===== config.mk =====
export PLATFORM = sky130hd
export DESIGN_NAME = alu_exec_unit_flat
export DESIGN_NICKNAME = d
export VERILOG_FILES = /design/src/rtl/alu_exec_if.sv /design/src/rtl/alu_exec_unit.sv /design/src/flat_wrapper.sv
export SDC_FILE = /design/constraint.sdc
export NUM_CORES = 1
export LEC_CHECK = 0
export CAP_MARGIN = 30
export CORE_ASPECT_RATIO = 1.25
export CORE_UTILIZATION = 35
export CTS_CLUSTER_DIAMETER = 80
export DETAILED_ROUTE_END_ITERATION = 8
export GPL_TIMING_DRIVEN = 0
export PLACE_DENSITY_LB_ADDON = 0.05
export SYNTH_ARGS = -nofsm -noshare
export SYNTH_HDL_FRONTEND = slang
export SYNTH_SLANG_ARGS = --single-unit

===== constraint.sdc =====
create_clock -name clk -period 9.55 [get_ports clk]
set_input_delay 0.955 -clock clk [delete_from_list [all_inputs] [get_ports clk]]
set_output_delay 0.955 -clock clk [all_outputs]
set_load 0.01 [all_outputs]

===== src/rtl/alu_exec_if.sv =====
// Handshake bundle between the issue stage and the ALU execute unit.
// The master modport is the upstream/downstream side; the slave modport is the unit itself.
interface alu_exec_if #(
    parameter int WIDTH = 32
);
    logic             flush;
    logic             in_valid;
    logic             in_ready;
    logic [2:0]       alu_ctrl;
    logic [WIDTH-1:0] src_a;
    logic [WIDTH-1:0] src_b;
    logic             out_valid;
    logic             out_ready;
    logic [WIDTH-1:0] result;
    logic             zero;
    logic             illegal;

    modport master (
        output flush, in_valid, alu_ctrl, src_a, src_b, out_ready,
        input  in_ready, out_valid, result, zero, illegal
    );

    modport slave (
        input  flush, in_valid, alu_ctrl, src_a, src_b, out_ready,
        output in_ready, out_valid, result, zero, illegal
    );
endinterface


===== src/rtl/alu_exec_unit.sv =====
// ALU execute unit: single-cycle ADD/SUB/AND/OR/SLT, serial SLL, and a result
// register held until the downstream stage accepts it.
module alu_exec_unit #(
    parameter int WIDTH   = 32,
    parameter int SHAMT_W = 5
) (
    input logic       clk,
    input logic       rst_n,
    alu_exec_if.slave bus
);

    typedef enum logic [1:0] {
        IDLE  = 2'd0,
        SHIFT = 2'd1,
        HOLD  = 2'd2
    } state_t;

    state_t             state;
    logic [WIDTH-1:0]   acc;
    logic [SHAMT_W-1:0] cnt;
    logic [WIDTH-1:0]   result_q;
    logic               zero_q;
    logic               illegal_q;

    logic [WIDTH-1:0]   alu_value;
    logic               alu_illegal;
    logic [SHAMT_W-1:0] shamt;
    logic [WIDTH-1:0]   acc_next;
    logic               start_shift;

    assign shamt    = bus.src_b[SHAMT_W-1:0];
    assign acc_next = acc << 1;

    // SLL with a zero shift amount completes like a single-cycle op, so it is
    // folded into the combinational result as a pass-through of src_a.
    assign start_shift = (bus.alu_ctrl == 3'b100) && (shamt != '0);

    always_comb begin
        alu_value   = '0;
        alu_illegal = 1'b0;
        case (bus.alu_ctrl)
            3'b000:  alu_value = bus.src_a + bus.src_b;
            3'b001:  alu_value = bus.src_a - bus.src_b;
            3'b010:  alu_value = bus.src_a & bus.src_b;
            3'b011:  alu_value = bus.src_a | bus.src_b;
            3'b101:  alu_value = {{(WIDTH-1){1'b0}}, ($signed(bus.src_a) < $signed(bus.src_b))};
            3'b100:  alu_value = bus.src_a;
            default: alu_illegal = 1'b1;
        endcase
    end

    // Flush takes priority over every state, including an accept in IDLE.
    always_ff @(posedge clk or negedge rst_n) begin
        if (!rst_n) begin
            state     <= IDLE;
            acc       <= '0;
            cnt       <= '0;
            result_q  <= '0;
            zero_q    <= 1'b0;
            illegal_q <= 1'b0;
        end else if (bus.flush) begin
            state <= IDLE;
        end else begin
            case (state)
                IDLE: begin
                    if (bus.in_valid) begin
                        if (start_shift) begin
                            acc   <= bus.src_a;
                            cnt   <= shamt;
                            state <= SHIFT;
                        end else begin
                            result_q  <= alu_value;
                            zero_q    <= (alu_value == '0);
                            illegal_q <= alu_illegal;
                            state     <= HOLD;
                        end
                    end
                end
                SHIFT: begin
                    acc <= acc_next;
                    cnt <= cnt - SHAMT_W'(1);
                    if (cnt == SHAMT_W'(1)) begin
                        result_q  <= acc_next;
                        zero_q    <= (acc_next == '0);
                        illegal_q <= 1'b0;
                        state     <= HOLD;
                    end
                end
                HOLD: begin
                    if (bus.out_ready) begin
                        state <= IDLE;
                    end
                end
                default: state <= IDLE;
            endcase
        end
    end

    assign bus.in_ready  = (state == IDLE);
    assign bus.out_valid = (state == HOLD);
    assign bus.result    = result_q;
    assign bus.zero      = zero_q;
    assign bus.illegal   = illegal_q;

endmodule

===== src/flat_wrapper.sv =====
// flat-port wrapper written by rule: the top's interface ports become plain ports
module alu_exec_unit_flat 
#(
    parameter int WIDTH   = 32,
    parameter int SHAMT_W = 5
)
  (clk, rst_n, bus_flush, bus_in_valid, bus_alu_ctrl, bus_src_a, bus_src_b, bus_out_ready, bus_in_ready, bus_out_valid, bus_result, bus_zero, bus_illegal);
  alu_exec_if #(.WIDTH(WIDTH)) bus_i ();
  input logic clk;
  input logic rst_n;
  input wire logic [$bits(bus_i.flush)-1:0] bus_flush;
  input wire logic [$bits(bus_i.in_valid)-1:0] bus_in_valid;
  input wire logic [$bits(bus_i.alu_ctrl)-1:0] bus_alu_ctrl;
  input wire logic [$bits(bus_i.src_a)-1:0] bus_src_a;
  input wire logic [$bits(bus_i.src_b)-1:0] bus_src_b;
  input wire logic [$bits(bus_i.out_ready)-1:0] bus_out_ready;
  output wire logic [$bits(bus_i.in_ready)-1:0] bus_in_ready;
  output wire logic [$bits(bus_i.out_valid)-1:0] bus_out_valid;
  output wire logic [$bits(bus_i.result)-1:0] bus_result;
  output wire logic [$bits(bus_i.zero)-1:0] bus_zero;
  output wire logic [$bits(bus_i.illegal)-1:0] bus_illegal;
  assign bus_i.flush = bus_flush;
  assign bus_i.in_valid = bus_in_valid;
  assign bus_i.alu_ctrl = bus_alu_ctrl;
  assign bus_i.src_a = bus_src_a;
  assign bus_i.src_b = bus_src_b;
  assign bus_i.out_ready = bus_out_ready;
  assign bus_in_ready = bus_i.in_ready;
  assign bus_out_valid = bus_i.out_valid;
  assign bus_result = bus_i.result;
  assign bus_zero = bus_i.zero;
  assign bus_illegal = bus_i.illegal;
  alu_exec_unit #(.WIDTH(WIDTH), .SHAMT_W(SHAMT_W)) u_core (.clk(clk), .rst_n(rst_n), .bus(bus_i));
endmodule

==> results_dict.tcl <==
set metrics [dict create \
    drtIter0Drc 988 \
    setup_ws_ps 3300 \
    worst_pin_slew_ps 903 \
    numPortBuffers 107 \
    cts_tree "built" \
    p_sw_share_pct 40.7 \
    setup_violations 0 \
    hold_viol 0 \
    antenna_found_initial 0 \
    synth_nets 1443 \
    clock_sinks 72 \
    finClkSkew_ps 4.35 \
    fillCellCount 2694 \
    initial_utilization_pct 35.5 \
    synth_edf_count 0 \
    first_pass_iters 6 \
    post-cts-setup-buffers 0 \
    routedWlPerCell_um 21.8 \
    dp_hpwl_um 30400 \
    final_common_cell "nand2_1" \
    clockRootBuffer "clkbuf_16" \
    multi_input_area_um2 6420 \
    synth-main-ff-cell "dfrtp_1" \
    core.rowCount 65 \
    startpoint_type "input port" \
    power_density_nw_per_um2 135 \
    cp_max_fo 10 \
    period_share_pct 65.5 \
    regArea_um2 1800 \
    fin_crit_ps 6250 \
    grt_max_degree 44 \
    core-area_um2 25200 \
    yosysUniqueCellTypes 74 \
    rsz0062_at_grt "no" \
    crit_required_ps 9830 \
    async_flop_share_pct 100 \
    viasPerCell 5.94 \
    syn_area_um2 8950 \
    place_ws_ps 3130 \
    vias 10200 \
    drive_above_1_share_pct 3.09 \
    clockBufferDepth 2 \
    ant_nets 0 \
    irDropWorstVdd_v 0.0000830 \
    clkPwrFrac_pct 23.1 \
    arrival_ps 6530 \
    grt_usage_pct 28.6 \
    fmax_mhz 160 \
    crit_type "in2reg" \
    fp.dieH_um 181 \
    grt_pass1_wl_um 58300 \
    dieArea_um2 26200 \
    fp.dieW_um 145 \
    fin_tns_setup_ps 0 \
    drc_errors 0 \
    ctsResizeCount 0 \
    numCtsBuffers 9 \
    yosys_register_bits 72 \
    endpoint_kind "flop" \
    power_frac_seq_pct 31.4 \
    gp_congestion 0.955 \
    ioPinCount 108 \
    clk_latency_ps 340 \
    comb_power_share_pct 45.5 \
    hold_path.class "reg2reg" \
    r2r_slack_ps 5890 \
    netlist_instances 1264 \
    leakagePower_uw 0.00457 \
    p_switching_uw 592 \
    avgSynthCellArea_um2 7.08 \
    routed_wl_um 37700 \
    status "finished clean" \
    p_int_uw 864 \
    mostFrequentLayoutCells "nand2_1 (144), a21oi_1 (131), nor2_1 (126), clkdlybuf4s50_1 (106), ha_1 (105)" \
    grt_overflow_total 0 \
    syn2layout_area_growth_pct 20.3 \
    synth_seq_area_share_pct 20.1 \
    max_slew_margin_pct 39.8 \
    clk_pin_slew_ps 60 \
    num-nets-final 1564 \
    ys.warnings.count 0 \
    grt_pass1_vias 9908 \
    maxCapViolations 0 \
    diodes 0 \
    cts_hold_buf 0 \
    htreeDepth 3 \
    drv_slew 0 \
]
==> sequential cells by signal, indices dropped and copies added, names as in the netlist <==
register            flops
u_core.bus.zero         1
u_core.acc             31
u_core.bus.illegal      1
u_core.bus.result      32
u_core.state            2
u_core.cnt              5
==> worst max-delay path: stages <==
cell and delay [ps]:
clkdlybuf4s50_1 540, clkbuf_1 420, clkbuf_1 570, clkbuf_1 570, clkbuf_1 550, clkbuf_1 740
buf_2 470, a211oi_1 180, a221oi_1 550, nor3b_1 350, and4_1 260, and4b_1 210
a31o_1 140
==> cells by family after synthesis <==
family,count (synthesis),synth area share (%)
AOI/OAI and AO/OA,462,33.6
xor gates and xnor gates,12,1.17
adders and majority gates,107,15.1
buffers and inverters,195,8.20
DFF,72,20.1
muxes,10,1.15
and+or+nand+nor,406,20.7
==> cells in the mapped netlist (all sizes together), types with 4 or more instances <==
cell     number  area share (%)
a2111oi       8            0.78
a211o         7            0.68
a211oi       31             2.6
a21boi        6            0.50
a21o         18             1.5
a21oi       131             7.3
a221o        10             1.1
a221oi        6            0.59
a22oi         6            0.50
a2bb2oi       5            0.49
a31oi        41             2.9
and2          9            0.63
and3          7            0.49
buf           6            0.28
clkbuf       82             3.4
dfrtp        72              20
ha          105              15
inv         107             4.5
mux2i         8            0.89
nand2       144             6.0
nand2b        6            0.42
nand3        21             1.2
nand3b        4            0.34
nand4        15             1.0
nor2        126             5.3
nor2b         9            0.63
nor3         25             1.4
nor3b         4            0.34
nor4         14            0.98
o211ai       17             1.4
o21a         15             1.3
o21ai        87             4.9
o21bai        7            0.59
o221ai        9            0.88
o22ai         6            0.42
o311ai        5            0.49
o31ai        15             1.3
or2           7            0.49
or4           5            0.42
xnor2        11             1.1
==> power by group through the flow <==
stage	clock (uW)	combinational [uW]	sequential [uW]
after global placement	0	650	461
after CTS	340	655	457
after global routing	355	725	470
after floorplan	0	366	463
final	336	662	458
after detailed placement	0	652	461
==> worst paths after layout <==
kind / depth (start not counted) / start / to
worst max-delay path: 13 / bus_alu_ctrl[0] / u_core.bus.zero
worst min-delay path: 2 / u_core.bus.result[3] / u_core.bus.result[3]
worst max register to register: 13 / u_core.state[0] / u_core.bus.zero
max in group asynchronous: 2 / rst_n / u_core.acc[26]
min in group asynchronous: 1 / rst_n / u_core.state[1]
worst min register to register: 2 / u_core.bus.result[3] / u_core.bus.result[3]
==> per-stage QoR <==
step           cells  util [%]  area (um2)  total power (uW)  hold WS (ps)
2_1_floorplan   1264         -        8950               828           512
3_3_place_gp    1706      41.4       10400              1110           463
3_5_place_dp    1709      41.6       10500              1110           471
4_1_cts         1725      42.7       10800              1450           484
5_1_grt         1725      42.7       10800              1550           499
6_report        1725      42.7       10800              1460           473
==> final cells by class <==
type / count / share of cell area (%)
multi-input cells: 997 / 59.6
flip-flops and latches: 72 / 16.7
repair buffers: 110 / 10.3
well taps: 335 / 3.89
inverters: 107 / 3.73
plain buffers: 88 / 3.09
clock buffers: 9 / 2.09
clock inverters: 7 / 0.662
==> layer usage <==
metal  GRT usage (%)  share of wire [%]
met1            37.7                 44
met2            47.6                 46
met3            2.37                5.8
met4            12.9                4.5
met5               0                  0
(Power assumes the default switching activity.)
